$ cat src/rtl/ber_counter.sv
// ber_counter
//   Turns the per-word error count from prbs_checker into a bit error rate
//   measurement: bits and errored bits are accumulated over a programmable
//   number of locked words (or until stopped). BER = err_cnt / bit_cnt.
//
// Ports
//   clk        rising-edge clock shared with prbs_generate / prbs_checker
//   reset      synchronous, active-low
//   en         word-valid strobe (same as prbs_checker.en)
//   lock       prbs_checker lock indication
//   err_num    errored bits in the current word, 0..WIDTH
//   start      one-cycle request to begin a measurement
//   stop       one-cycle request to end a measurement early
//   window     number of locked words to measure, 0 = until stop
//   busy       measurement in progress (waiting for lock or measuring)
//   done       one-cycle pulse when a measurement finishes
//   bit_cnt    bits counted (WIDTH per counted word), saturating
//   err_cnt    sum of err_num over counted words, saturating
//   lock_lost  sticky, lock dropped while measuring
//   err_sat    sticky, err_cnt hit its ceiling
module ber_counter #(
  parameter int WIDTH = 8,
  parameter int CNT_W = 48,
  parameter int ERR_W = 32,
  parameter int WIN_W = 32
) (
  input  logic             clk,
  input  logic             reset,
  input  logic             en,
  input  logic             lock,
  input  logic [WIDTH:0]   err_num,
  input  logic             start,
  input  logic             stop,
  input  logic [WIN_W-1:0] window,
  output logic             busy,
  output logic             done,
  output logic [CNT_W-1:0] bit_cnt,
  output logic [ERR_W-1:0] err_cnt,
  output logic             lock_lost,
  output logic             err_sat
);

  typedef enum logic [1:0] {IDLE, WAIT_LOCK, MEASURE, DONE} state_t;

  // The error adder must be wide enough for both operands plus a carry,
  // including configurations where ERR_W is narrower than err_num.
  localparam int ESUM_W = ((ERR_W > WIDTH + 1) ? ERR_W : WIDTH + 1) + 1;

  state_t           state;
  logic [WIN_W-1:0] window_q;
  logic [WIN_W-1:0] word_cnt;

  // bit_cnt + WIDTH, clamped at all-ones instead of wrapping.
  function automatic logic [CNT_W-1:0] sat_bits(input logic [CNT_W-1:0] cur);
    logic [CNT_W:0] sum;
    sum = {1'b0, cur} + (CNT_W + 1)'(WIDTH);
    if (sum[CNT_W]) return '1;
    return sum[CNT_W-1:0];
  endfunction

  // err_cnt + err_num (unsigned), clamped; MSB of the result flags a clamp.
  function automatic logic [ERR_W:0] sat_err(input logic [ERR_W-1:0] cur,
                                              input logic [WIDTH:0]   inc);
    logic [ESUM_W-1:0] sum;
    sum = ESUM_W'(cur) + ESUM_W'(inc);
    if (sum > ESUM_W'({ERR_W{1'b1}})) return {1'b1, {ERR_W{1'b1}}};
    return {1'b0, sum[ERR_W-1:0]};
  endfunction

  logic             count_word;
  logic             win_end;
  logic [ERR_W:0]   err_next;
  logic [WIN_W-1:0] word_next;

  assign count_word = en && lock;
  assign word_next  = word_cnt + WIN_W'(1);
  // Window ends on the edge that counts the final word, so it is included.
  assign win_end    = count_word && (window_q != '0) && (word_next == window_q);
  assign err_next   = sat_err(err_cnt, err_num);

  always_ff @(posedge clk) begin
    if (!reset) begin
      state     <= IDLE;
      busy      <= 1'b0;
      done      <= 1'b0;
      bit_cnt   <= '0;
      err_cnt   <= '0;
      lock_lost <= 1'b0;
      err_sat   <= 1'b0;
      window_q  <= '0;
      word_cnt  <= '0;
    end else begin
      done <= 1'b0;
      case (state)
        IDLE: begin
          // stop is ignored here, so start+stop together is just a start.
          if (start) begin
            bit_cnt   <= '0;
            err_cnt   <= '0;
            lock_lost <= 1'b0;
            err_sat   <= 1'b0;
            word_cnt  <= '0;
            window_q  <= window;
            busy      <= 1'b1;
            state     <= WAIT_LOCK;
          end
        end
        WAIT_LOCK: begin
          if (stop) begin
            busy  <= 1'b0;
            done  <= 1'b1;
            state <= DONE;
          end else if (lock) begin
            state <= MEASURE;
          end
        end
        MEASURE: begin
          if (!lock) lock_lost <= 1'b1;
          if (count_word) begin
            bit_cnt  <= sat_bits(bit_cnt);
            err_cnt  <= err_next[ERR_W-1:0];
            word_cnt <= word_next;
            if (err_next[ERR_W]) err_sat <= 1'b1;
          end
          // A stop coinciding with the window end yields a single DONE.
          if (stop || win_end) begin
            busy  <= 1'b0;
            done  <= 1'b1;
            state <= DONE;
          end
        end
        DONE: begin
          state <= IDLE;
        end
        default: begin
          busy  <= 1'b0;
          state <= IDLE;
        end
      endcase
    end
  end

endmodule

$ cat config.mk
export PLATFORM = sky130hd
export DESIGN_NAME = ber_counter
export DESIGN_NICKNAME = d
export VERILOG_FILES = /design/src/rtl/ber_counter.sv
export SDC_FILE = /design/constraint.sdc
export NUM_CORES = 1
export LEC_CHECK = 0
export ABC_CLOCK_PERIOD_IN_PS = 4100
export CORE_ASPECT_RATIO = 1.2
export CORE_UTILIZATION = 55
export CTS_BUF_LIST = sky130_fd_sc_hd__clkbuf_8
export DETAILED_ROUTE_END_ITERATION = 6
export GPL_ROUTABILITY_DRIVEN = 0
export GPL_TIMING_DRIVEN = 0
export HOLD_SLACK_MARGIN = 0.03
export MAX_ROUTING_LAYER = met4
export PLACE_DENSITY_LB_ADDON = 0.1
export SLEW_MARGIN = 20
export SYNTH_ARGS = -nofsm -noshare
export SYNTH_HDL_FRONTEND = slang
export SYNTH_SLANG_ARGS = --single-unit
$ cat constraint.sdc
create_clock -name clk -period 4.1 [get_ports clk]
set_input_delay 0.615 -clock clk [delete_from_list [all_inputs] [get_ports clk]]
set_output_delay 0.615 -clock clk [all_outputs]
set_load 0.1 [all_outputs]
Word level (Yosys, flattened, before mapping)
Cells that the tools add are included.
{"block": "totals", "romBits": 0, "regBits": 150, "mem_count": 0, "ramBits": 0, "latchBits": 0}
{"block": "classes", "div_mod_pow": 0, "multipliers": 0, "n_eq_ne": 11, "shift": 0, "magnitude_cmp": 1, "muxes": 35, "addsub": 3, "n_reduce_logical": 14, "bitwise_logic": 0}
{"op": "2-to-1 mux 48 bit", "n": 4}
{"op": "one-hot mux 32 bit (2 select lines)", "n": 2}
{"op": "2-to-1 mux 32 bit", "n": 3}
{"op": "one-hot mux 48 bit (2 select lines)", "n": 1}
{"op": "2-to-1 mux 33 bit", "n": 2}
{"op": "adder 48 x 4 -> 49 bit, second input constant", "n": 1}
{"op": "adder 32 x 9 -> 33 bit", "n": 1}
{"op": "> comparator 33 x 32 -> 1 bit, second input constant", "n": 1}
{"op": "adder 32 x 1 -> 32 bit, second input constant", "n": 1}
{"op": "equality test 32 bit", "n": 1}
{"op": "nonzero test 32 bit", "n": 1}
{"op": "2-to-1 mux 1 bit", "n": 14}
{"op": "!= test 2 bit, second input constant", "n": 6}
{"op": "AND reduction 3 bit", "n": 3}
{"op": "2-to-1 mux 2 bit", "n": 4}
{"op": "one-hot mux 2 bit (4 select lines)", "n": 1}
{"op": "AND reduction 4 bit", "n": 2}
{"op": "one-hot mux 1 bit (2 select lines)", "n": 3}
{"op": "equality test 2 bit, second input constant", "n": 2}
{"op": "logical AND 1 bit", "n": 3}
{"op": "!= test 3 bit, second input constant", "n": 1}
{"op": "one-hot mux 1 bit (3 select lines)", "n": 1}
{"op": "nonzero test 3 bit", "n": 1}
{"op": "equality test 2 x 1 -> 1 bit, second input constant", "n": 1}
{"op": "4 further kinds", "n": 4}

Logic depth before layout (Yosys ltp)
Gate-level depths: netlist (run 1).
{"block": "logic_depth", "ltp_word": 8, "ltp_mapped": 13, "ltp_nobuf": 12}

Least setup slack after synthesis (run 1)
No wires, ideal clock.
{"block": "synth_timing", "path_kind": "register -> register", "startpoint": "register err_cnt[0]", "endpoint": "register err_cnt[30]", "stages_incl_launch_ff": 13, "arrival_time_ps": 3636, "required_ps": 3981, "synth_period_minus_slack_ps": 3755, "setup_time_ps": 119, "n_path_buf": 0, "path_slack_ps": 345, "path_cell_list": "dfxtp_1 -> ha_1 -> inv_1 -> fa_1 -> nor2b_1 -> o21ai_0 -> a21boi_0 -> o21a_1 -> o21ai_0 -> a21o_1 -> a211oi_1 -> a21oi_1 -> o221a_2"}
{"block": "synth_between", "elab_chain_len": 6}
{"element": "start, declared", "line": "38", "source": "output logic [ERR_W-1:0] err_cnt,"}
{"element": "start signal, assigned", "line": "121", "source": "err_cnt <= err_next[ERR_W-1:0];"}
{"element": "adder 32 x 9 -> 33 bit *", "line": "65", "source": "sum = ESUM_W'(cur) + ESUM_W'(inc);"}
{"element": "> comparator 33 x 32 -> 1 bit", "line": "66", "source": "if (sum > ESUM_W'({ERR_W{1'b1}})) return {1'b1, {ERR_W{1'b1}}};"}
{"element": "2-to-1 mux 1 bit", "line": "66"}
{"element": "2-to-1 mux 33 bit *", "line": "67", "source": "return {1'b0, sum[ERR_W-1:0]};"}
{"element": "2-to-1 mux 32 bit *", "line": "119", "source": "if (count_word) begin"}
{"element": "one-hot mux 32 bit (2 select lines) *", "line": "94", "source": "case (state)"}
Every way passes the cells marked *; elsewhere a longest branch is shown, timed or not. The select of a mux whose other input is x is not followed.
A chain may end at the register's enable or synchronous reset.

Worst setup path after layout (run 1)
{"block": "layout_timing", "startpoint": "register word_cnt[0]", "endpoint": "register busy"}
{"block": "layout_between", "elab_chain_len": 6}
{"element": "start, declared", "line": "51", "source": "logic [WIN_W-1:0] word_cnt;"}
{"element": "start signal, assigned", "line": "122", "source": "word_cnt <= word_next;"}
{"element": "adder 32 x 1 -> 32 bit", "line": "76", "source": "assign word_next = word_cnt + WIN_W'(1);"}
{"element": "equality test 32 bit", "line": "78", "source": "assign win_end = count_word && (window_q != '0) && (word_next == window_q);"}
{"element": "logical AND 1 bit", "line": "78"}
{"element": "logical OR 1 bit", "line": "126", "source": "if (stop || win_end) begin"}
{"element": "!= test 2 bit (no line)"}
{"element": "AND reduction 4 bit (no line)"}
{"element": "end signal, assigned", "line": "84", "source": "busy <= 1'b0;"}
{"element": "end signal, assigned", "line": "127", "source": "busy <= 1'b0;"}
{"element": "end signal, assigned", "line": "136", "source": "busy <= 1'b0;"}
{"element": "end, declared", "line": "35", "source": "output logic busy,"}
Every way passes these cells.

==> reports/results.ini, run 1 <==
[cts]
cts_max_level=4
path_clk_slew_ns=0.08
cts_tree=built
clock_latency_ns=0.47
ctsHoldBuffers=0
ctsLongestPathBuffers=2
clock-root-buffer=clkbuf_8
cts_made_buffers=17
cts_sinks=148

[synth]
synthTopCellsByCount=178 x nand2_1, 159 x a21oi_1, 148 x dfxtp_1
yosys.area.top_type=dfxtp_1
async_flop_share_pct=0
synth_top_area_share_pct=33.05
ys_ff_latch=148
synthDistinctLibCells=71
synthTopCellsByArea=dfxtp_1 33%, a21oi_1 8.9%, nand2_1 7.5%, o21ai_0 5.6%, nor2_1 4.2%
synth_area_um2=8965
syn_nets=1309
synth_ff_type=dfxtp_1
post-synth-top-count-cell=nand2_1
yosys_warnings=0
synthCells=1246
ys_seq_area_share_pct=33.05
synth_edf_count=0
synth.avg_cell_area_um2=7.195

[placed_design]
dp_hpwl_um=21620
place_ws_ns=-0.1003
placed_cell_area_um2=10530
post-place-cells=1584
io_buffers=130

[sta]
hold_viol_final=0
rsz0062_at_grt=false
max_freq_ghz=0.2585
drv_slew=0
relSlewSlack_pct=31.64
finClkSkew_ns=0.01308
finalCriticalPeriod_ns=3.869
finalCritPeriodShare_pct=94.36
setup_violations=0
setup_slack_ns=0.2311
setup_tns_ns=0
tightest_slew_ns=1.017

[flow_run]
maxCapViolCount=0

[drt]
wl_per_cell_um=18.80
via_count=10550
routed_wl_um=30460
ant_nets=0
drt_iter0_markers=1388
drt_pass1_iterations=5
via_per_inst=6.514
drc=0

[worst_setup_path]
reg2reg_to=busy
arrival_ns=4.26
crit_fanout=9
r2r_start=word_cnt[0]
reg2regPathDepth=12
worstSetupPathType=flip-flop to flip-flop
critPathCaptureType=flip-flop
critPathLaunchType=flip-flop
crit_required_ns=4.49
reg2reg_slack_ns=0.23

[layout]
finalInstanceArea_um2=11040
register_area_um2=2963
synthToLayoutAreaGrowth_pct=23.20
final_cells=1620
n_fill_cell=1421
nets=1463
drive_above_1_share_pct=5.170
multiInputGateArea_um2=5534
antennaDiodeCount=0

[hold_path]
hp-class=flip-flop to flip-flop
hold_depth=2
min_to=err_cnt[6]
min_from=err_cnt[6]

[floorplanning]
start_util_pct=56.87
die_h_um=141.9
die_w_um=118.5
rows=50
core_area_um2=15770
dieArea_um2=16820
boundaryPins=131

[grt]
antenna_found_initial=0
grt_use_total_pct=37.03
first_global_vias=9430
gr-total-overflow=0
grt_pass1_wl_um=47870
grt_max_degree=17

[power]
leakage_nw=3.663
p_per_area_nw_per_um2=378.2
total_power_w=0.004177
vdd_drop_max_v=0.0002411

[run_status]
status=finished, final reports clean

==> cells in the final DEF (no fill, tap or decap), drive strengths merged, types with 9 or more instances in the layout <==
cell type / n
a31oi: 25
or3: 12
xor2: 12
nor4: 41
nor2b: 9
clkbuf: 95
clkdlybuf4s50: 130
dfxtp: 148
nand3b: 10
o21ai: 102
nand4: 34
and4: 11
nand3: 47
nand2: 178
or4: 10
buf: 24
a22oi: 10
ha: 15
a41oi: 9
nor2: 101
inv: 32
nor3: 32
a21oi: 159
and3: 29
xnor2: 27
==> critical path, cell delays in order, from the launching register on <==
cell and delay [ns]:
dfxtp_1 0.47, ha_1 0.19, clkbuf_1 0.29, and4_1 0.23, clkbuf_1 0.31, nand2_1 0.14, nor4_2 0.48, o32ai_1 0.23
a2111oi_1 0.47, and4b_1 0.37, a21oi_1 0.14, a211oi_2 0.26, mux2i_1 0.21
==> area by class of cell <==
| type | count | share of cell area, % |
|---|---|---|
| clock buffer | 23 | 2.866 |
| timing repair buffer | 135 | 12.12 |
| multi-input combinational | 977 | 50.11 |
| buffer | 91 | 3.387 |
| clock inverter | 8 | 1.314 |
| inverter | 30 | 1.020 |
| sequential | 148 | 26.83 |
| tap | 208 | 2.356 |
==> routing by layer <==
layer	share of wire, %	wire length (um)	GRT usage, %	up-vias
li1	-	-	-	4836
met5	0	0	-	-
met3	9.9	3019	6.150	150
met4	5.8	1767	22.78	0
met2	47	14390	59.77	660
met1	37	11280	43.13	4906
==> timing repair <==
item,in CTS,in global routing
endpoints found under the setup margin,0,4
resized for setup,0,4
buffers inserted,0,5
==> power breakdown <==
part / switching (W) / total, W / internal [W]
clock network: 0.000571 / 0.00133 / 0.000757
logic: 0.000864 / 0.00124 / 0.000374
registers: 0.0000973 / 0.00161 / 0.00151
==> worst max path at each step <==
stage / from / endpoint / depth (start not counted)
after global routing: word_cnt[0] / busy / 12
after CTS: word_cnt[0] / busy / 12
after global placement: err_num[0] / err_cnt[28] / 13
after floorplan: err_cnt[0] / err_cnt[30] / 12
final: word_cnt[0] / busy / 12
after detailed placement: err_num[1] / err_cnt[23] / 12
==> sequential cells by signal, summed over array words and instances (netlist names) <==
name / count
bit_cnt: 46
err_cnt: 32
window_q: 32
word_cnt: 32
state: 2
busy: 1
done: 1
err_sat: 1
lock_lost: 1
==> cell families after synthesis <==
logic type / count (synthesis) / share of synthesized area [%]
fa+ha+maj: 16 / 2.317
compound gates: 374 / 24.49
mux: 9 / 1.019
buf+inv: 121 / 5.429
xor+xnor: 39 / 3.810
simple gates: 539 / 29.88
flops: 148 / 33.05
==> per-stage QoR <==
stage / util [%] / hold WS (ns)
2_1_floorplan: - / 0.4605
3_3_place_gp: 66.77 / 0.4474
3_5_place_dp: 66.77 / 0.4677
4_1_cts: 69.70 / 0.4851
5_1_grt: 70.06 / 0.5105
6_report: 70.06 / 0.4838
Power figures use the tool's default switching activity.
==> run 2, diff against run 1 <==
Settings changed: ABC_CLOCK_PERIOD_IN_PS 4100 to unset, SLEW_MARGIN 20 to 10.
==> results of run 2 <==
Final layout, timing and power as in run 1 (identical DEF).
